## src/rtl/fetch_queue_if.sv

```systemverilog
// Handshake bundle between instruction fetch, the fetch queue and decode.
interface fetch_queue_if #(
  parameter int unsigned DEPTH = 4
);
  logic                     in_valid;
  logic [63:0]              in_pc;
  logic [31:0]              in_instr;
  logic                     in_error;
  logic                     in_ready;
  logic                     out_valid;
  logic [63:0]              out_pc;
  logic [31:0]              out_instr;
  logic                     out_error;
  logic                     out_ready;
  logic [$clog2(DEPTH):0]   count;
  logic                     stall_fetch;

  modport master (
    output in_valid, in_pc, in_instr, in_error, out_ready,
    input  in_ready, out_valid, out_pc, out_instr, out_error, count, stall_fetch
  );

  modport slave (
    input  in_valid, in_pc, in_instr, in_error, out_ready,
    output in_ready, out_valid, out_pc, out_instr, out_error, count, stall_fetch
  );
endinterface

```

## src/rtl/fetch_queue.sv

```systemverilog
// Circular instruction queue between fetch and decode; flush discards all entries.
module fetch_queue #(
  parameter int unsigned DEPTH = 4
) (
  input  logic          clk,
  input  logic          reset,
  input  logic          flush,
  fetch_queue_if.slave  bus
);
  localparam int unsigned PW = $clog2(DEPTH);
  localparam int unsigned CW = PW + 1;

  logic [63:0]   pc_mem_q    [DEPTH];
  logic [31:0]   instr_mem_q [DEPTH];
  logic          error_mem_q [DEPTH];

  logic [PW-1:0] head_q, head_d;
  logic [PW-1:0] tail_q, tail_d;
  logic [CW-1:0] count_q, count_d;

  logic          push;
  logic          pop;
  logic          in_ready;
  logic          out_valid;

  function automatic logic [PW-1:0] ptr_inc(input logic [PW-1:0] p);
    return (p == PW'(DEPTH - 1)) ? '0 : p + PW'(1);
  endfunction

  always_comb begin
    in_ready        = (count_q != CW'(DEPTH));
    out_valid       = (count_q != '0);
    bus.in_ready    = in_ready;
    bus.out_valid   = out_valid;
    bus.out_pc      = pc_mem_q[head_q];
    bus.out_instr   = instr_mem_q[head_q];
    bus.out_error   = error_mem_q[head_q];
    bus.count       = count_q;
    bus.stall_fetch = (count_q >= CW'(DEPTH - 1));
  end

  always_comb begin
    push    = bus.in_valid && in_ready && !flush;
    pop     = out_valid && bus.out_ready && !flush;
    head_d  = head_q;
    tail_d  = tail_q;
    count_d = count_q;
    if (flush) begin
      head_d  = '0;
      tail_d  = '0;
      count_d = '0;
    end else begin
      if (push) tail_d = ptr_inc(tail_q);
      if (pop)  head_d = ptr_inc(head_q);
      case ({push, pop})
        2'b10:   count_d = count_q + CW'(1);
        2'b01:   count_d = count_q - CW'(1);
        default: count_d = count_q;
      endcase
    end
  end

  always_ff @(posedge clk) begin
    if (reset) begin
      head_q  <= '0;
      tail_q  <= '0;
      count_q <= '0;
    end else begin
      head_q  <= head_d;
      tail_q  <= tail_d;
      count_q <= count_d;
    end
  end

  // Entry storage is deliberately unreset; contents are only observed while out_valid.
  always_ff @(posedge clk) begin
    if (push) begin
      pc_mem_q[tail_q]    <= bus.in_pc;
      instr_mem_q[tail_q] <= bus.in_instr;
      error_mem_q[tail_q] <= bus.in_error;
    end
  end
endmodule

```

## src/flat_wrapper.sv

```systemverilog
// flat-port wrapper written by rule: the top's interface ports become plain ports
module fetch_queue_flat 
#(
  parameter int unsigned DEPTH = 4
)
  (clk, reset, flush, bus_in_valid, bus_in_pc, bus_in_instr, bus_in_error, bus_out_ready, bus_in_ready, bus_out_valid, bus_out_pc, bus_out_instr, bus_out_error, bus_count, bus_stall_fetch);
  fetch_queue_if #(.DEPTH(DEPTH)) bus_i ();
  input  logic clk;
  input  logic reset;
  input  logic flush;
  input wire logic [$bits(bus_i.in_valid)-1:0] bus_in_valid;
  input wire logic [$bits(bus_i.in_pc)-1:0] bus_in_pc;
  input wire logic [$bits(bus_i.in_instr)-1:0] bus_in_instr;
  input wire logic [$bits(bus_i.in_error)-1:0] bus_in_error;
  input wire logic [$bits(bus_i.out_ready)-1:0] bus_out_ready;
  output wire logic [$bits(bus_i.in_ready)-1:0] bus_in_ready;
  output wire logic [$bits(bus_i.out_valid)-1:0] bus_out_valid;
  output wire logic [$bits(bus_i.out_pc)-1:0] bus_out_pc;
  output wire logic [$bits(bus_i.out_instr)-1:0] bus_out_instr;
  output wire logic [$bits(bus_i.out_error)-1:0] bus_out_error;
  output wire logic [$bits(bus_i.count)-1:0] bus_count;
  output wire logic [$bits(bus_i.stall_fetch)-1:0] bus_stall_fetch;
  assign bus_i.in_valid = bus_in_valid;
  assign bus_i.in_pc = bus_in_pc;
  assign bus_i.in_instr = bus_in_instr;
  assign bus_i.in_error = bus_in_error;
  assign bus_i.out_ready = bus_out_ready;
  assign bus_in_ready = bus_i.in_ready;
  assign bus_out_valid = bus_i.out_valid;
  assign bus_out_pc = bus_i.out_pc;
  assign bus_out_instr = bus_i.out_instr;
  assign bus_out_error = bus_i.out_error;
  assign bus_count = bus_i.count;
  assign bus_stall_fetch = bus_i.stall_fetch;
  fetch_queue #(.DEPTH(DEPTH)) u_core (.clk(clk), .reset(reset), .flush(flush), .bus(bus_i));
endmodule
```

## config.mk

```make
export PLATFORM = sky130hd
export DESIGN_NAME = fetch_queue_flat
export DESIGN_NICKNAME = d
export VERILOG_FILES = /design/src/rtl/fetch_queue_if.sv /design/src/rtl/fetch_queue.sv /design/src/flat_wrapper.sv
export SDC_FILE = /design/constraint.sdc
export NUM_CORES = 1
export LEC_CHECK = 0
export CELL_PAD_IN_SITES_DETAIL_PLACEMENT = 1
export CELL_PAD_IN_SITES_GLOBAL_PLACEMENT = 1
export CORE_MARGIN = 4
export CORE_UTILIZATION = 30
export CTS_CLUSTER_DIAMETER = 100
export DETAILED_ROUTE_END_ITERATION = 16
export MAX_ROUTING_LAYER = met4
export PLACE_DENSITY_LB_ADDON = 0.1
export SYNTH_ARGS = -nofsm -noshare
export SYNTH_HDL_FRONTEND = slang
export SYNTH_SLANG_ARGS = --single-unit
```

## constraint.sdc

```tcl
create_clock -name clk -period 4.25 [get_ports clk]
set_clock_uncertainty 0.2 [all_clocks]
set_input_delay 1.275 -clock clk [delete_from_list [all_inputs] [get_ports clk]]
set_output_delay 1.275 -clock clk [all_outputs]
set_load 0.005 [all_outputs]
```

==> results of run 1 <==
state kept, by name, summed over array words and instances, names as in the netlist, named ones only:
| register | cells |
|---|---|
| u_core.pc_mem_q | 256 |
| u_core.bus.count | 3 |
| u_core.error_mem_q | 4 |
| u_core.head_q | 2 |
| u_core.tail_q | 2 |
| u_core.instr_mem_q | 128 |
synth_stat cells (2+ instances only):
| library cell | number |
|---|---|
| nor2_1 | 4 |
| mux2i_1 | 2 |
| o21ai_1 | 2 |
| mux4_2 | 97 |
| and3_1 | 4 |
| buf_6 | 6 |
| inv_1 | 6 |
| nor3_1 | 2 |
| ha_1 | 6 |
| dfxtp_1 | 9 |
| edfxtp_1 | 388 |
| nand4_1 | 2 |
| buf_2 | 11 |
| clkbuf_1 | 7 |
| nand2_1 | 6 |
| xor2_1 | 2 |
cells by family after synthesis:
family / count (synthesis) / share of synthesized area
and+or+nand+nor: 24 / 0.00932
adders and majority gates: 7 / 0.00656
DFF: 397 / 0.816
xor gates and xnor gates: 2 / 0.00121
muxes: 99 / 0.152
AOI/OAI and AO/OA: 6 / 0.00250
buffers and inverters: 30 / 0.0118
worst register-to-register path: stages (launching register included):
cell	delay (ps)
dfxtp_1	420
or3b_1	520
and2_4	210
inv_1	60
ha_1	170
inv_1	60
fa_1	370
xor2_1	170
or3_1	320
a21boi_0	160
through the flow:
| stage | cells | instance area [sq um] |
|---|---|---|
| 3_5_place_dp | 1379 | 17500 |
| 2_1_floorplan | 565 | 14500 |
| 3_3_place_gp | 1379 | 17500 |
| 5_1_grt | 1464 | 18900 |
| 6_report | 1464 | 18900 |
| 4_1_cts | 1459 | 18900 |
final timing paths:
kind | end | cells after the start | slack (ps) | startpoint
setup / recovery | bus_out_pc[16] | 3 | 220 | flip-flop
hold / removal | flip-flop | 2 | 300 | u_core.head_q[1]$_SDFFE_PP0P_
setup reg to reg | u_core.bus.count[2]$_SDFFE_PP0P_ | 9 | 1530 | u_core.bus.count[2]$_SDFFE_PP0P_
hold reg to reg | flip-flop | 2 | 300 | u_core.head_q[1]$_SDFFE_PP0P_
placed cells by master (no fill, tap or decap):
cell,n
inv_1,6
mux2i_1,2
bufinv_16,4
clkbuf_1,14
or3_4,1
nor2b_1,1
or3b_1,1
dfxtp_4,2
edfxtp_1,388
clkinv_2,7
xor2_1,2
and3b_1,1
o21ai_0,1
a21oi_1,1
nor2_1,4
o21ai_1,2
dfxtp_1,7
and3_4,4
a21o_2,1
ha_1,6
nand2_1,6
nand4_1,2
clkinv_1,10
and2_4,1
nor3_1,2
fa_1,1
a21boi_0,1
diode_2,5
buf_12,13
clkbuf_16,45
mux4_2,97
or3_1,1
clkdlybuf4s50_1,204
buf_4,6
cell type report:
cell class | instances | area, sq um | share of cell area
Multi-Input combinational cell | 138 | 2510 | 0.133
Antenna cell | 5 | 12.5 | 0.000663
Inverter | 6 | 22.5 | 0.00119
Clock buffer | 59 | 1180 | 0.0625
Tap cell | 615 | 769 | 0.0408
Clock inverter | 21 | 193 | 0.0102
Sequential cell | 397 | 11800 | 0.627
Timing Repair Buffer | 223 | 2350 | 0.124
routing by layer:
metal,up-vias,GRT usage,share of wire
met3,51,0.0434,0.061
met4,0,0.0341,0.021
met5,-,-,0
met2,156,0.219,0.51
li1,2924,-,-
met1,3486,0.156,0.41
power by group:
group	total (W)	leakage, nW	switching [W]	internal (W)
Combinational	0.000345	1.55	0.000141	0.000204
Sequential	0.00437	3.60	0.0000140	0.00436
Clock	0.00362	0.671	0.00144	0.00218
Total	0.00834	5.82	0.00160	0.00674
==> run summary, run 1 <==
Status: complete, no violations
Seq/Total Area, Yosys: 0.816
Layout cells sized above 1: 0.214
Clk buf depth: 3
Dominant cell type by area after synthesis: edfxtp_1
Achievable Freq: 0.248 GHz
Avg Cell Area, Syn: 25.6 sq um
Setup TNS: 0 ps
Setup crit start kind: flip-flop
RD Place Congestion: 0.717
Final worst-path cycle share: 0.947
CP Buf/Inv Count: 2
Post-DR vias/cell: 4.52
Worst path slowest cell: dfxtp_4
Post-synth top area share: 0.804
Inserted Clock Buffers: 44
Layout net count: 919
Die area: 51,900 sq um
Total power: 0.00834 W
Cts hold-fix bufs: 0
Area Growth Syn to Fin: 30.2%
Crit-path leading delay family: buffers and inverters
Core Region: 47,700 sq um
First-pass GRT wire length: 49,900 microns
Clk sinks: 397
Pwr dens: 442 nW/um^2
Drt first pass iters: 5
WP data required: 2770 ps
Max_cap viols: 0
# setup viols final: 0
Final Hold Slack: 299 ps
Post-Synthesis Cells: 565
Fin crit period: 4030 ps
Crit path arrival time: 2550 ps
Die Ht: 228 microns
#FFs+latches synth: 397
Post-synth EDFFs: 388
Port Buffer Count: 204
Slew margin rel.: 0.513
Synth warnings: 0
Die W: 228 microns
CTS HTree Levels: 2
Crit-path cells: buf_4, mux4_2, clkdlybuf4s50_1
HPWL Detailed: 20,100 microns
Via count of the first global-routing pass: 7,715
Synth Cell Area: 14,500 sq um
Crit path kind: reg -> out
Worst hold path class: reg -> reg
Post-CTS sizing: 0
Drt initial violations: 356
Net Count, Synth: 674
Ys async rst share: 0
Fin util: 0.395
Fill cells: 4,466
Final Slew Violations: 0
Hold Violations, Final: 0
Initial antenna violation count: 5
Final ANT Viol Nets: 0
Ys flop type: edfxtp_1
Clock-pin slew on the worst setup and hold paths: 60 ps
CTS Root Cell: clkbuf_16
GRT Residual Overflow: 0
Final Routed Wirelength: 32,900 microns
CP endpoint kind: primary output
Pre-CTS WS: 469 ps
Synth unique cells: 27
Worst Tran Pin Value: 731 ps
Post-route DRC: 0
Setup ws final: 225 ps
WL/cell: 22.5 microns
Largest net degree at the start of global routing: 58
RSZ-0062 raised after global routing: false
Vias post-DR: 6,617
Site row count: 80
Clock latency on the worst-skew pair: 550 ps
I/O pin cnt: 205
Initial Utilization: 0.304
Crit-path max cell delay: 680 ps
Post-CTS setup buffer count: 0
GRT Total Usage: 0.132
Max FO, Critical Path: 22
VDD IR max: 0.286 mV
LEAKAGE: 5.82 nW
Area contributors post-synth: edfxtp_1 (80%), mux4_2 (15%), dfxtp_1 (1.2%)
CTS tree: yes
(Power assumes the default switching activity.)
==> inputs of run 2 (changes only) <==
- CAP_MARGIN: not set -> 0
==> results of run 2 <==
Final layout, timing and power as in run 1 (identical DEF).
